===== src/rtl/contador_bcd_display_n.sv =====
// rtl/contador_bcd_display_n.sv - N-digit BCD up/down counter with 7-segment decode
//
// Purpose:
//   Counts in BCD between 0 and MAX_COUNT, stepping once every PRESCALE enabled
//   clock cycles, in the direction chosen by up_down. A synchronous load with
//   range/digit validation overrides counting. Every digit is decoded to an
//   active-high 7-segment pattern {g,f,e,d,c,b,a}.
//
// Parameters:
//   N_DIGITS   number of BCD digits / 7-seg outputs (1..8)
//   MAX_COUNT  terminal count, decimal (0 .. 10**N_DIGITS-1)
//   PRESCALE   clk cycles per count step (>=1)
//
// Optional feature:
//   LEADING_ZERO_BLANK_EN  when defined, zero digits above the most significant
//                          non-zero digit are blanked (digit 0 always shown).
//
// Ports:
//   clk         in   rising-edge clock
//   reset       in   asynchronous active-low reset
//   en          in   count enable (also advances the prescaler)
//   up_down     in   1 = count up, 0 = count down
//   load        in   synchronous load strobe
//   load_value  in   BCD load value, digit 0 in bits [3:0]
//   count_bcd   out  registered BCD count
//   seg         out  7-seg pattern per digit, digit 0 in bits [6:0]
//   wrap        out  one-cycle pulse when the count wraps at a terminal value
//   load_err    out  one-cycle pulse when a load is rejected

module contador_bcd_display_n #(
  parameter int N_DIGITS  = 2,
  parameter int MAX_COUNT = 99,
  parameter int PRESCALE  = 1
) (
  input  logic                  clk,
  input  logic                  reset,
  input  logic                  en,
  input  logic                  up_down,
  input  logic                  load,
  input  logic [4*N_DIGITS-1:0] load_value,
  output logic [4*N_DIGITS-1:0] count_bcd,
  output logic [7*N_DIGITS-1:0] seg,
  output logic                  wrap,
  output logic                  load_err
);

  localparam int CW = 4 * N_DIGITS;
  localparam int PW = (PRESCALE > 1) ? $clog2(PRESCALE) : 1;

  // Decimal to BCD conversion, evaluated at elaboration for the terminal count.
  function automatic logic [CW-1:0] to_bcd(input int value);
    logic [CW-1:0] r;
    int            v;
    r = '0;
    v = value;
    for (int i = 0; i < N_DIGITS; i++) begin
      r[4*i +: 4] = 4'(v % 10);
      v = v / 10;
    end
    return r;
  endfunction

  function automatic logic [6:0] seg7(input logic [3:0] d);
    logic [6:0] s;
    case (d)
      4'd0:    s = 7'h3F;
      4'd1:    s = 7'h06;
      4'd2:    s = 7'h5B;
      4'd3:    s = 7'h4F;
      4'd4:    s = 7'h66;
      4'd5:    s = 7'h6D;
      4'd6:    s = 7'h7D;
      4'd7:    s = 7'h07;
      4'd8:    s = 7'h7F;
      4'd9:    s = 7'h6F;
      default: s = 7'h00;
    endcase
    return s;
  endfunction

  localparam logic [CW-1:0] MAX_BCD  = to_bcd(MAX_COUNT);
  localparam logic [PW-1:0] PRE_LAST = PW'(PRESCALE - 1);

  logic [CW-1:0] count_q, count_d;
  logic [PW-1:0] pre_q, pre_d;
  logic          wrap_q, wrap_d;
  logic          err_q, err_d;

  logic [CW-1:0] inc_val, dec_val;
  logic          inc_carry, dec_borrow;
  logic          load_ok;
  logic          tick;

  // A tick is the last enabled cycle of a prescaler period.
  assign tick = en && (pre_q == PRE_LAST);

  // BCD +1: digits at 9 roll to 0 and pass the carry upward.
  always_comb begin
    inc_val   = count_q;
    inc_carry = 1'b1;
    for (int i = 0; i < N_DIGITS; i++) begin
      if (inc_carry) begin
        if (count_q[4*i +: 4] == 4'd9) begin
          inc_val[4*i +: 4] = 4'd0;
        end else begin
          inc_val[4*i +: 4] = count_q[4*i +: 4] + 4'd1;
          inc_carry         = 1'b0;
        end
      end
    end
  end

  // BCD -1: digits at 0 roll to 9 and pass the borrow upward.
  always_comb begin
    dec_val    = count_q;
    dec_borrow = 1'b1;
    for (int i = 0; i < N_DIGITS; i++) begin
      if (dec_borrow) begin
        if (count_q[4*i +: 4] == 4'd0) begin
          dec_val[4*i +: 4] = 4'd9;
        end else begin
          dec_val[4*i +: 4] = count_q[4*i +: 4] - 4'd1;
          dec_borrow        = 1'b0;
        end
      end
    end
  end

  // With every digit valid, BCD order equals numeric order, so a plain
  // unsigned compare against the BCD terminal count checks the range.
  always_comb begin
    load_ok = (load_value <= MAX_BCD);
    for (int i = 0; i < N_DIGITS; i++) begin
      if (load_value[4*i +: 4] > 4'd9) begin
        load_ok = 1'b0;
      end
    end
  end

  // Next state: load beats tick beats hold.
  always_comb begin
    count_d = count_q;
    pre_d   = pre_q;
    wrap_d  = 1'b0;
    err_d   = 1'b0;
    if (load) begin
      pre_d = '0;
      if (load_ok) begin
        count_d = load_value;
      end else begin
        err_d = 1'b1;
      end
    end else if (en) begin
      pre_d = (pre_q == PRE_LAST) ? '0 : pre_q + 1'b1;
      if (tick) begin
        if (up_down) begin
          if (count_q == MAX_BCD) begin
            count_d = '0;
            wrap_d  = 1'b1;
          end else begin
            count_d = inc_val;
          end
        end else begin
          if (count_q == '0) begin
            count_d = MAX_BCD;
            wrap_d  = 1'b1;
          end else begin
            count_d = dec_val;
          end
        end
      end
    end
  end

  always_ff @(posedge clk or negedge reset) begin
    if (!reset) begin
      count_q <= '0;
      pre_q   <= '0;
      wrap_q  <= 1'b0;
      err_q   <= 1'b0;
    end else begin
      count_q <= count_d;
      pre_q   <= pre_d;
      wrap_q  <= wrap_d;
      err_q   <= err_d;
    end
  end

  assign count_bcd = count_q;
  assign wrap      = wrap_q;
  assign load_err  = err_q;

`ifdef LEADING_ZERO_BLANK_EN
  // Walk from the top digit down; digits stay blank until the first non-zero
  // digit (or digit 0) is reached.
  logic blank;
  always_comb begin
    seg   = '0;
    blank = 1'b1;
    for (int i = N_DIGITS - 1; i >= 0; i--) begin
      if ((count_q[4*i +: 4] != 4'd0) || (i == 0)) begin
        blank = 1'b0;
      end
      seg[7*i +: 7] = blank ? 7'h00 : seg7(count_q[4*i +: 4]);
    end
  end
`else
  always_comb begin
    seg = '0;
    for (int i = 0; i < N_DIGITS; i++) begin
      seg[7*i +: 7] = seg7(count_q[4*i +: 4]);
    end
  end
`endif

endmodule


===== config.mk =====
export PLATFORM = sky130hd
export DESIGN_NAME = contador_bcd_display_n
export DESIGN_NICKNAME = d
export VERILOG_FILES = /design/src/rtl/contador_bcd_display_n.sv
export SDC_FILE = /design/constraint.sdc
export NUM_CORES = 1
export LEC_CHECK = 0
export ABC_AREA = 1
export CAP_MARGIN = 20
export CORE_MARGIN = 2
export CORE_UTILIZATION = 40
export CTS_BUF_LIST = sky130_fd_sc_hd__clkbuf_2
export DETAILED_ROUTE_END_ITERATION = 16
export PLACE_DENSITY = 0.78
export SLEW_MARGIN = 20
export SYNTH_ARGS = -nofsm -noshare
export SYNTH_HDL_FRONTEND = slang
export SYNTH_SLANG_ARGS = --single-unit
export TNS_END_PERCENT = 50

===== constraint.sdc =====
create_clock -name clk -period 1.8 [get_ports clk]
set_clock_uncertainty 0.1 [all_clocks]
set_input_delay 0.54 -clock clk [delete_from_list [all_inputs] [get_ports clk]]
set_output_delay 0.54 -clock clk [all_outputs]
set_load 0.05 [all_outputs]

==> results.txt, run 1 <==
----------------------------------------------------
[Synthesis]
  Fraction of registers with async set or reset after synthesis ... 100.0%
  Mapped Nets ... 205
  EDFF count, synth ... 0
  Sequential share of the synthesized area ... between 10% and 20%
  Synthesis warning total ... 0
  Avg Cell Area, Syn ... 7.287 um^2
  Cells after synthesis ... 176
  Leading area contributor after synthesis ... sky130_fd_sc_hd__dfrtp_1
  Synth Cell Area ... 1282 um^2
  Leading register cell type out of synthesis ... sky130_fd_sc_hd__dfrtp_1
  Portion of synthesized cell area occupied by the leading cell type ... 19.51%
  Main area contributors after synthesis ... sky130_fd_sc_hd__dfrtp_1 20%, sky130_fd_sc_hd__ha_1 16%, sky130_fd_sc_hd__nand2_1 13%
  Number of synthesized register bits ... 10
  Library cells used by synthesis ... 29

[Route]
  Detailed Route Iter0 Violations ... approximately 120
  DR WL/cell ... 16.58 um
  DRT Wirelength ... 5174 um
  Antenna-violating nets left ... 0
  Routed via count ... ~1700
  DRC violations left ... 0
  Drt via density ... 5.321
  Pre-antenna DRT Iters ... 6

[Place]
  Half-perimeter wire length after placement ... 3778 um
  Gp weighted congestion ... between 0.9 and 1
  Worst slack after detailed placement ... -0.2685 ns
  Port-buffer cells ... 36
  Post-Place Cell Area ... 2395 um^2

[Run]
  Number of violations of the max-capacitance limit ... 0

[Clocking]
  TritonCTS clock tree ... yes
  Total number of clock tree sinks ... 10
  Clock edge transition at the registers on the reported setup and hold paths ... 0.09 ns
  Number of levels in the clock H-tree ... 1
  Cts bufs inserted ... 3
  CTS Hold Bufs ... 0
  Maximum number of buffers from clock root to sink ... 2
  Clock latency reported for the late side of the worst-skew pair ... 0.25 ns
  Cell chosen for the clock root ... sky130_fd_sc_hd__clkbuf_2

[Worst setup path]
  Crit path arrival time ... 1.58 ns
  Worst Setup End Kind ... primary output
  Worst R2R Path Depth ... 10
  Worst setup SP type ... register
  Crit path cell chain ... inv_4 > ha_4 > ha_1 > nand2_1 > o211ai_1 > buf_12
  Worst-path maximum fanout ... 4
  Worst Setup Path Type ... register to primary output
  Endpoint required time on the critical path ... approximately 1.2 ns
  Biggest cell delay along the critical path ... 0.52 ns
  CP max stage cell ... sky130_fd_sc_hd__dfrtp_4

[Run status]
  Violated checks ... setup timing
  Result of the run ... finished with violations

[Layout]
  Sequential cell area in the final layout ... 267.8 um^2
  Area growth from synthesis to layout ... 104.2%
  Final design instance area without fill ... 2619 um^2
  Share of cells above drive strength 1 ... 58.21%
  Count of fill cells added during filler insertion ... 156
  Combined area of the multi-input logic cells ... around 1100 um^2
  Antenna cells ... 0
  Final net count ... between 200 and 300

[Timing]
  Setup Viol. Count Final ... 16
  Final Max Tran Viols ... 0
  Remaining max-slew budget at the tightest pin ... 71.03%
  Min Clock Period, post-route ... 2.217 ns
  Setup repair after global routing missed its margin ... yes
  Worst Setup Slack, final ... -0.4172 ns
  Maximum clock frequency ... between 400 and 500 MHz
  Final worst-path cycle share ... 123.2%
  Final hold violations ... 0
  Slew at the pin closest to its max-slew limit ... approximately 0.43 ns

[Global route]
  Largest net degree at the start of global routing ... 11
  Vias in the first global route ... 1659
  Global-route wire length before repair ... 7748 um
  Gr ovfl total ... 0
  Total global-route track usage ... around 28%
  Number of antenna violations at the first check in global routing ... 0

[Floorplanning]
  Die area ... 3675 um^2
  Std-Cell Rows ... 20
  Core region area ... 3053 um^2
  Die extent in x ... about 61 um
  Starting Density ... 42.01%
  Number of placed I/O pins ... 37
  Die span in y ... 60.63 um

[Power]
  Power Dens Cells ... ~1600 nW/um^2
  P_leak ... 1.237 nW
  Worst supply voltage drop on vdd ... 1.106 mV

[Min path]
  Type of the worst min-delay path ... input port to asynchronous set/reset pin

----------------------------------------------------
==> area by class of cell <==
cell class,count,area share [%]
Inverter,22,3.918
Timing Repair Buffer,94,40.95
Multi-Input combinational cell,139,42.24
Sequential cell,10,10.22
Tap cell,44,2.102
Clock buffer,3,0.5733
==> critical path: cells and delay by family, from the launching register on <==
family	cells	cell delay (ns)
simple gates	1	0.07
fa+ha+maj	2	0.29
buf+inv	2	0.28
flops	1	0.52
compound gates	1	0.15
==> layer usage <==
| metal | global-route usage, % | vias up | part of all wire, % |
|---|---|---|---|
| met3 | 5.330 | 25 | 6.0 |
| met4 | 9.006 | 0 | 3.1 |
| met2 | 47.77 | 80 | 50 |
| met1 | 36.38 | 789 | 41 |
| met5 | 0 | - | 0 |
| li1 | - | 766 | - |
==> layout by cell type, fill, tap and decap left out <==
cell type                         count
sky130_fd_sc_hd__dfrtp_2              5
sky130_fd_sc_hd__inv_4                8
sky130_fd_sc_hd__nor2_1               3
sky130_fd_sc_hd__inv_2                9
sky130_fd_sc_hd__ha_1                 7
sky130_fd_sc_hd__nand3_4              5
sky130_fd_sc_hd__a21oi_4              2
sky130_fd_sc_hd__buf_6                3
sky130_fd_sc_hd__clkdlybuf4s50_1     11
sky130_fd_sc_hd__clkbuf_16            2
sky130_fd_sc_hd__dfrtp_1              2
sky130_fd_sc_hd__nor3_2               2
sky130_fd_sc_hd__o21ai_4              2
sky130_fd_sc_hd__nand2_4              5
sky130_fd_sc_hd__o21ai_2              3
sky130_fd_sc_hd__o21ai_0              3
sky130_fd_sc_hd__dfrtp_4              3
sky130_fd_sc_hd__inv_1                5
sky130_fd_sc_hd__nand2_2              9
sky130_fd_sc_hd__or2_1                1
sky130_fd_sc_hd__a21oi_1              6
sky130_fd_sc_hd__dlymetal6s2s_1       1
sky130_fd_sc_hd__ha_2                 4
sky130_fd_sc_hd__nand4_1              1
sky130_fd_sc_hd__clkbuf_2             3
sky130_fd_sc_hd__xor2_1               3
sky130_fd_sc_hd__nand3_1             16
sky130_fd_sc_hd__buf_4               54
sky130_fd_sc_hd__o211ai_1            11
sky130_fd_sc_hd__nor2_4               4
sky130_fd_sc_hd__ha_4                 5
sky130_fd_sc_hd__buf_12              23
sky130_fd_sc_hd__nand2_1             36
sky130_fd_sc_hd__o21ai_1              6
sky130_fd_sc_hd__or2_4                1
sky130_fd_sc_hd__or2_2                1
sky130_fd_sc_hd__nor2_8               1
sky130_fd_sc_hd__a21oi_2              1
sky130_fd_sc_hd__nand3_2              1
==> per-stage QoR <==
step	cells	utilization, %	total power [mW]	hold WS (ns)	setup TNS (ns)
final	312	85.78	4.197	0.4865	-5.002
after global routing	312	85.78	4.383	0.5107	-5.981
after CTS	306	81.39	3.977	0.5003	-4.726
after detailed placement	298	78.44	3.772	0.5852	-3.097
after global placement	298	78.44	3.671	0.5667	-2.039
after floorplan	176	-	2.146	0.1444	-3.895
==> worst paths after layout <==
check | start | endpoint | slack [ns]
max | count_bcd[1] | seg[4] | -0.42
min | reset | count_bcd[4] | 0.49
max reg2reg | count_bcd[1] | count_bcd[7] | 0.04
min reg2reg | count_bcd[4] | count_bcd[4] | 0.61
max in group asynchronous | reset | count_bcd[0] | 0.78
min in group clk | count_bcd[4] | count_bcd[4] | 0.61
==> registers in the layout, summed over array words and instances, names as in the netlist <==
signal,count
wrap,1
count_bcd,8
load_err,1
==> cell families after synthesis <==
kind of cell | Yosys count | synth area share, %
AOI/OAI and AO/OA | 34 | 16.00
xor gates and xnor gates | 3 | 2.049
adders and majority gates | 16 | 15.61
buffers and inverters | 27 | 10.63
DFF | 10 | 19.51
and+or+nand+nor | 86 | 36.20
==> Yosys cell counts (3+ instances only) <==
| cell type | number |
|---|---|
| sky130_fd_sc_hd__ha_1 | 16 |
| sky130_fd_sc_hd__a21oi_1 | 8 |
| sky130_fd_sc_hd__o21ai_0 | 5 |
| sky130_fd_sc_hd__o21ai_1 | 8 |
| sky130_fd_sc_hd__nor2_1 | 4 |
| sky130_fd_sc_hd__buf_6 | 3 |
| sky130_fd_sc_hd__nand2_1 | 46 |
| sky130_fd_sc_hd__dfrtp_1 | 10 |
| sky130_fd_sc_hd__inv_1 | 12 |
| sky130_fd_sc_hd__xor2_1 | 3 |
| sky130_fd_sc_hd__nand3_1 | 18 |
| sky130_fd_sc_hd__inv_2 | 8 |
| sky130_fd_sc_hd__nand3_4 | 3 |
| sky130_fd_sc_hd__o211ai_1 | 11 |
==> what timing repair did <==
| action | CTS | global route |
|---|---|---|
| endpoints found under the setup margin | 15 | 26 |
| resized for setup | 14 | 17 |
| buffers inserted | 6 | 6 |
| pin swaps | 2 | 7 |
==> report_power, final <==
part           total (mW)  internal [mW]  switching (mW)
clock               0.118         0.0454          0.0722
combinational        3.67           1.72            1.95
sequential          0.411          0.295           0.115
Power figures use the tool's default switching activity.
==> run 2: changes to the inputs <==
--- a/config.mk
+++ b/config.mk
@@ -9,10 +9,8 @@
 export CAP_MARGIN = 20
 export CORE_MARGIN = 2
 export CORE_UTILIZATION = 40
-export CTS_BUF_LIST = sky130_fd_sc_hd__clkbuf_2
 export DETAILED_ROUTE_END_ITERATION = 16
 export PLACE_DENSITY = 0.78
-export SLEW_MARGIN = 20
 export SYNTH_ARGS = -nofsm -noshare
 export SYNTH_HDL_FRONTEND = slang
 export SYNTH_SLANG_ARGS = --single-unit
==> results.txt, run 2 (synthesis results as in run 1) <==
----------------------------------------------------
[Route]
  Pre-antenna DRT Iters ... 5 (-1)
  Routed via count ... 1686 (+1.6%)
  Antenna-violating nets left ... 0 (unchanged)
  DR WL/cell ... 16.78 um (+1.2%)
  DRT Wirelength ... 5236 um (+1.2%)
  Drt via density ... 5.404 (+1.6%)
  Detailed Route Iter0 Violations ... 129 (+11%)
  DRC violations left ... 0 (unchanged)

[Timing]
  Setup Viol. Count Final ... 18 (+2)
  Slew at the pin closest to its max-slew limit ... 0.4537 ns (+0.02040 ns)
  Worst Setup Slack, final ... -0.4613 ns (-0.04415 ns)
  Final worst-path cycle share ... 125.6% (+2.5 points)
  Setup repair after global routing missed its margin ... yes
  Maximum clock frequency ... 442.2 MHz (-2.0%)
  Final hold violations ... 0 (unchanged)
  Remaining max-slew budget at the tightest pin ... 69.66% (-1.4 points)
  Min Clock Period, post-route ... 2.261 ns (+0.04415 ns)
  Final Max Tran Viols ... 0 (unchanged)

[Layout]
  Area growth from synthesis to layout ... 106.3%
  Most common library cell in the layout ignoring fill and taps ... sky130_fd_sc_hd__buf_4
  Share of cells above drive strength 1 ... 57.84% (-0.37 points)
  Max FFs per register ... 8 (unchanged)
  Highest-count cells in the layout ignoring fill and taps ... 49 x sky130_fd_sc_hd__buf_4, 36 x sky130_fd_sc_hd__nand2_1, 22 x sky130_fd_sc_hd__buf_12
  Final net count ... 299 (unchanged)
  Antenna cells ... 0 (unchanged)
  Final standard cell utilization of the core ... 86.68% (+0.90 points)

[Power]
  P_leak ... 1.249 nW (+1.0%)
  Worst supply voltage drop on vdd ... 1.101 mV (-0.42%)
  Seq pwr share ... 9.4% (-0.4 points)
  Power Dens Cells ... 1629 nW/um^2 (+1.7%)
  Power Internal ... 2.133 mW (+3.5%)
  Overall power after layout ... 4.311 mW (+2.7%)
  Switching component of the power ... 2.178 mW (+2.0%)
  Combinational share of power ... 86.8% (-0.6 points)
  Clock network power share ... 3.7% (+0.9 points)
  Net switching share of the total power ... 50.53% (-0.35 points)

[Worst setup path]
  Worst-path maximum fanout ... 4 (unchanged)
  Worst Setup Path Type ... register to primary output
  Beginning of the critical path ... count_bcd[1]
  Worst Setup End Kind ... primary output
  Endpoint required time on the critical path ... 1.16 ns (about the same)
  Biggest cell delay along the critical path ... 0.52 ns (about the same)
  Worst reg2reg path startpoint ... count_bcd[4]
  Worst setup SP type ... register
  Crit path cell chain ... inv_6 > ha_4 > ha_1 > nand2_1 > o211ai_1 > clkbuf_16
  CP max stage cell ... sky130_fd_sc_hd__dfrtp_4
  Crit path arrival time ... 1.62 ns (+0.04 ns)

[Clocking]
  Total number of clock tree sinks ... 10 (unchanged)
  TritonCTS clock tree ... yes
  Cell chosen for the clock root ... sky130_fd_sc_hd__clkbuf_4
  CTS Hold Bufs ... 0 (unchanged)
  Clock edge transition at the registers on the reported setup and hold paths ... 0.07 ns (-0.02 ns)
  Number of levels in the clock H-tree ... 1 (unchanged)
  Maximum number of buffers from clock root to sink ... 2 (unchanged)
  Clock latency reported for the late side of the worst-skew pair ... 0.28 ns (+0.03 ns)
  Cts bufs inserted ... 3 (unchanged)

[Floorplanning]
  Core region area ... 3053 um^2 (unchanged)
  Die span in y ... 60.63 um (unchanged)
  Std-Cell Rows ... 20 (unchanged)
  Starting Density ... 42.01% (unchanged)
  Die extent in x ... 60.63 um (unchanged)
  Number of placed I/O pins ... 37 (unchanged)
  Die area ... 3675 um^2 (unchanged)

[Global route]
  Global-route wire length before repair ... 7707 um (-0.53%)
  Vias in the first global route ... 1649 (-0.60%)
  Total global-route track usage ... 28.09% (-0.16 points)
  Gr ovfl total ... 0 (unchanged)
  Largest net degree at the start of global routing ... 11 (unchanged)
  Number of antenna violations at the first check in global routing ... 0 (unchanged)

[Run status]
  Result of the run ... finished with violations
  Violated checks ... setup timing

[Place]
  Half-perimeter wire length after placement ... 3778 um (unchanged)
  Gp weighted congestion ... 0.9252 (unchanged)
  Port-buffer cells ... 36 (unchanged)

[Run]
  Number of violations of the max-capacitance limit ... 0 (unchanged)

[Min path]
  Type of the worst min-delay path ... input port to asynchronous set/reset pin

----------------------------------------------------
-- run 2: path summary, 6_finish.rpt --
kind,to,slack [ns],cells after the start
worst max-delay path,seg[4],-0.46,6
worst min-delay path,load_err,0.48,1
worst max register to register,count_bcd[6],-0.04,10
worst min register to register,count_bcd[4],0.69,3
max in group asynchronous,count_bcd[0],0.77,1
min in group clk,count_bcd[4],0.69,3
-- run 2: stage by stage --
stage,setup slack (ns),instances,setup TNS [ns],hold WS (ns),cell area [um^2]
3_5_place_dp,-0.2685,298,-3.097,0.5852,2395
3_3_place_gp,-0.1648,298,-2.039,0.5667,2395
6_report,-0.4613,312,-5.329,0.4770,2646
5_1_grt,-0.5162,312,-6.236,0.5047,2646
2_1_floorplan,-0.5870,176,-3.895,0.1444,1439
4_1_cts,-0.4221,306,-4.858,0.4816,2502
-- run 2: what timing repair did --
action	4_1_cts	5_1_grt
resized for setup	19	23
endpoints found under the setup margin	16	21
buffers inserted	6	7
gates cloned	0	0
pin swaps	5	5
-- run 2: critical path, delay by kind of cell, from the launching register on --
kind                       cells  cell delay [ns]
DFF                            1             0.52
AOI/OAI and AO/OA              1             0.15
buffers and inverters          2             0.32
and+or+nand+nor                1             0.06
adders and majority gates      2             0.29
-- run 2: area by class of cell --
type	instances	area (um^2)
well taps	44	55.05
multi-input cells	139	1101
flip-flops and latches	10	267.8
fillers	151	406.6
inverters	22	107.6
clock buffers	3	22.52
repair buffers	94	1092
-- run 2: per-layer routing --
metal	up-vias	global-route usage (%)	share of wire, %
li1	768	-	-
met1	804	36.68	39
met2	97	48.69	52
met3	17	4.051	7.2
met4	0	7.143	2.2
met5	-	0	0
-- run 2: power by group through the flow --
stage | registers, mW | logic, mW | clock network [mW]
detailed placement | 0.417 | 3.36 | 0
global placement | 0.416 | 3.25 | 0
global route | 0.411 | 3.92 | 0.172
floorplan | 0.588 | 1.56 | 0
CTS | 0.412 | 3.48 | 0.156
finish | 0.407 | 3.74 | 0.160
==> run 3: changes to the inputs <==
--- a/config.mk
+++ b/config.mk
@@ -10,7 +10,8 @@
 export CORE_MARGIN = 2
 export CORE_UTILIZATION = 40
 export DETAILED_ROUTE_END_ITERATION = 16
-export PLACE_DENSITY = 0.78
+export MAX_ROUTING_LAYER = met4
+export PLACE_DENSITY_LB_ADDON = 0.25
 export SYNTH_ARGS = -nofsm -noshare
 export SYNTH_HDL_FRONTEND = slang
 export SYNTH_SLANG_ARGS = --single-unit
==> results.txt, run 3 (synthesis results as in run 1) <==
----------------------------------------------------
[Timing]
  Maximum clock frequency ... 436.3 MHz (-1.3%)
  Final Max Tran Viols ... 0 (unchanged)
  Setup repair after global routing missed its margin ... yes
  Final worst-path cycle share ... 127.3% (+1.7 points)
  Worst Setup Slack, final ... -0.4920 ns (-0.03066 ns)
  Min Clock Period, post-route ... 2.292 ns (+0.03066 ns)
  Remaining max-slew budget at the tightest pin ... 68.08% (-1.6 points)
  Setup Viol. Count Final ... 15 (-3)
  Slew at the pin closest to its max-slew limit ... 0.4773 ns (+0.02363 ns)
  Final hold violations ... 0 (unchanged)

[Layout]
  Sequential cell area in the final layout ... 267.8 um^2 (unchanged)
  Combined area of the multi-input logic cells ... 1084 um^2 (-1.6%)
  Most common library cell in the layout ignoring fill and taps ... sky130_fd_sc_hd__buf_4
  Final net count ... 292 (-2.3%)
  Number of non-filler instances in the completed layout ... 306 (-1.9%)
  Count of fill cells added during filler insertion ... 170 (+13%)
  Highest-count cells in the layout ignoring fill and taps ... 47 x sky130_fd_sc_hd__buf_4, 36 x sky130_fd_sc_hd__nand2_1, 22 x sky130_fd_sc_hd__buf_12
  Antenna cells ... 0 (unchanged)
  Share of cells above drive strength 1 ... 56.87% (-0.97 points)
  Area growth from synthesis to layout ... 99.32%
  Final standard cell utilization of the core ... 83.73% (-3.0 points)
  Max FFs per register ... 8 (unchanged)

[Power]
  Clock network power share ... 5.2% (+1.5 points)
  Power Dens Cells ... 1621 nW/um^2 (-0.50%)
  Power Internal ... 2.065 mW (-3.2%)
  P_leak ... 1.212 nW (-3.0%)
  Switching component of the power ... 2.078 mW (-4.6%)
  Seq pwr share ... 10.0% (+0.6 points)
  Combinational share of power ... 84.8% (-2.0 points)
  Overall power after layout ... 4.143 mW (-3.9%)
  Worst supply voltage drop on vdd ... 1.188 mV (+7.9%)
  Net switching share of the total power ... 50.17% (-0.36 points)

[Worst setup path]
  R2r setup slk ... 0.01 ns (+0.05 ns)
  CP max stage cell ... sky130_fd_sc_hd__dfrtp_4
  Crit path cell chain ... inv_4 > ha_4 > ha_1 > nand2_1 > o211ai_1 > clkbuf_16
  Worst setup SP type ... register
  Worst-path maximum fanout ... 6 (+2)
  Endpoint required time on the critical path ... 1.16 ns (about the same)
  Delay-heaviest family, CP ... flip-flops
  Crit path arrival time ... 1.65 ns (+0.03 ns)
  Worst Setup Path Type ... register to primary output
  CP bufs+invs ... 2 (unchanged)
  Worst Setup End Kind ... primary output
  Biggest cell delay along the critical path ... 0.52 ns (about the same)

[Clocking]
  TritonCTS clock tree ... yes
  Total number of clock tree sinks ... 10 (unchanged)
  CTS Hold Bufs ... 0 (unchanged)
  Clock edge transition at the registers on the reported setup and hold paths ... 0.08 ns (about the same)
  Number of levels in the clock H-tree ... 1 (unchanged)
  Maximum number of buffers from clock root to sink ... 2 (unchanged)
  Cell chosen for the clock root ... sky130_fd_sc_hd__clkbuf_4
  Clock latency reported for the late side of the worst-skew pair ... 0.28 ns (about the same)
  Cts bufs inserted ... 3 (unchanged)

[Place]
  Post-placement cell count ... 295 (-1.0%)
  Worst slack after detailed placement ... -0.1988 ns (+0.06970 ns)
  Gp weighted congestion ... 0.8984 (-2.9%)
  Port-buffer cells ... 36 (unchanged)
  Half-perimeter wire length after placement ... 3602 um (-4.7%)

[Route]
  Drt via density ... 5.291 (-2.1%)
  DRT Wirelength ... 4695 um (-10%)
  Routed via count ... 1619 (-4.0%)
  DR WL/cell ... 15.34 um (-8.6%)
  Pre-antenna DRT Iters ... 5 (unchanged)
  Antenna-violating nets left ... 0 (unchanged)
  DRC violations left ... 0 (unchanged)
  Detailed Route Iter0 Violations ... 61 (-53%)

[Global route]
  Gr ovfl total ... 0 (unchanged)
  Largest net degree at the start of global routing ... 11 (unchanged)
  Total global-route track usage ... 28.28% (+0.19 points)
  Number of antenna violations at the first check in global routing ... 0 (unchanged)
  Global-route wire length before repair ... 7396 um (-4.0%)
  Vias in the first global route ... 1655 (+0.36%)

[Run]
  Number of violations of the max-capacitance limit ... 0 (unchanged)

[Floorplanning]
  Die extent in x ... 60.63 um (unchanged)
  Die area ... 3675 um^2 (unchanged)
  Die span in y ... 60.63 um (unchanged)
  Starting Density ... 42.01% (unchanged)
  Number of placed I/O pins ... 37 (unchanged)
  Std-Cell Rows ... 20 (unchanged)
  Core region area ... 3053 um^2 (unchanged)

[Min path]
  Type of the worst min-delay path ... input port to asynchronous set/reset pin

[Run status]
  Violated checks ... setup timing
  Result of the run ... finished with violations

----------------------------------------------------
-- run 3: changes by cell type in the layout (fill, tap and decap cells not counted), moves of 2 or more --
cell	change
sky130_fd_sc_hd__buf_4	-2
sky130_fd_sc_hd__inv_4	+2
sky130_fd_sc_hd__buf_6	-4
sky130_fd_sc_hd__nand2_2	+2
sky130_fd_sc_hd__nand2_4	-2
-- run 3: cell type report --
class / instances / area share [%]
timing repair buffer: 87 / 39.55
tap: 44 / 2.154
inverter: 22 / 4.014
clock buffer: 4 / 1.419
multi-input combinational: 139 / 42.39
sequential: 10 / 10.47
-- run 3: worst paths after layout --
kind | start | endpoint | cells after the start
max | count_bcd[1] | seg[4] | 6
min | reset | count_bcd[0] | 1
max reg2reg | count_bcd[1] | count_bcd[5] | 11
min reg2reg | count_bcd[7] | count_bcd[7] | 3
max in group asynchronous | reset | count_bcd[4] | 1
min in group clk | load | load_err | 3
-- run 3: per-stage QoR --
stage	hold slack (ns)	setup TNS (ns)	cell area (um^2)
final	0.4821	-5.083	2556
after floorplan	0.1444	-3.895	1439
after global routing	0.5384	-5.666	2556
after CTS	0.4982	-4.926	2466
after detailed placement	0.6597	-2.396	2372
after global placement	0.6200	-1.722	2372
-- run 3: worst register-to-register path, stage by stage, from the launching register on --
cell	delay [ns]
sky130_fd_sc_hd__dfrtp_4	0.52
sky130_fd_sc_hd__inv_4	0.09
sky130_fd_sc_hd__ha_4	0.14
sky130_fd_sc_hd__buf_4	0.10
sky130_fd_sc_hd__buf_4	0.10
sky130_fd_sc_hd__nand2_4	0.05
sky130_fd_sc_hd__buf_4	0.14
sky130_fd_sc_hd__nand3_4	0.06
sky130_fd_sc_hd__nand2_4	0.07
sky130_fd_sc_hd__nor2_4	0.16
sky130_fd_sc_hd__o211ai_1	0.12
sky130_fd_sc_hd__nand2_1	0.07
-- run 3: metal layers --
layer | vias to the layer above | part of all wire [%] | track usage, %
met5 | - | 0 | -
met4 | 0 | 5.2 | 15.22
met3 | 27 | 5.3 | 5.117
met2 | 76 | 55 | 51.92
met1 | 757 | 34 | 27.86
li1 | 759 | - | -
-- run 3: power groups by stage --
stage | sequential, mW | clock [mW] | combinational (mW)
4_1_cts | 0.416 | 0.213 | 3.39
5_1_grt | 0.418 | 0.222 | 3.68
6_report | 0.414 | 0.217 | 3.51
2_1_floorplan | 0.588 | 0 | 1.56
3_3_place_gp | 0.417 | 0 | 3.21
3_5_place_dp | 0.420 | 0 | 3.29
-- run 3: what timing repair did --
action,in CTS,in global routing
cloned,0,0
gates resized for setup,16,14
buffers inserted,2,5
pin swaps,3,7
setup endpoints to repair,15,21
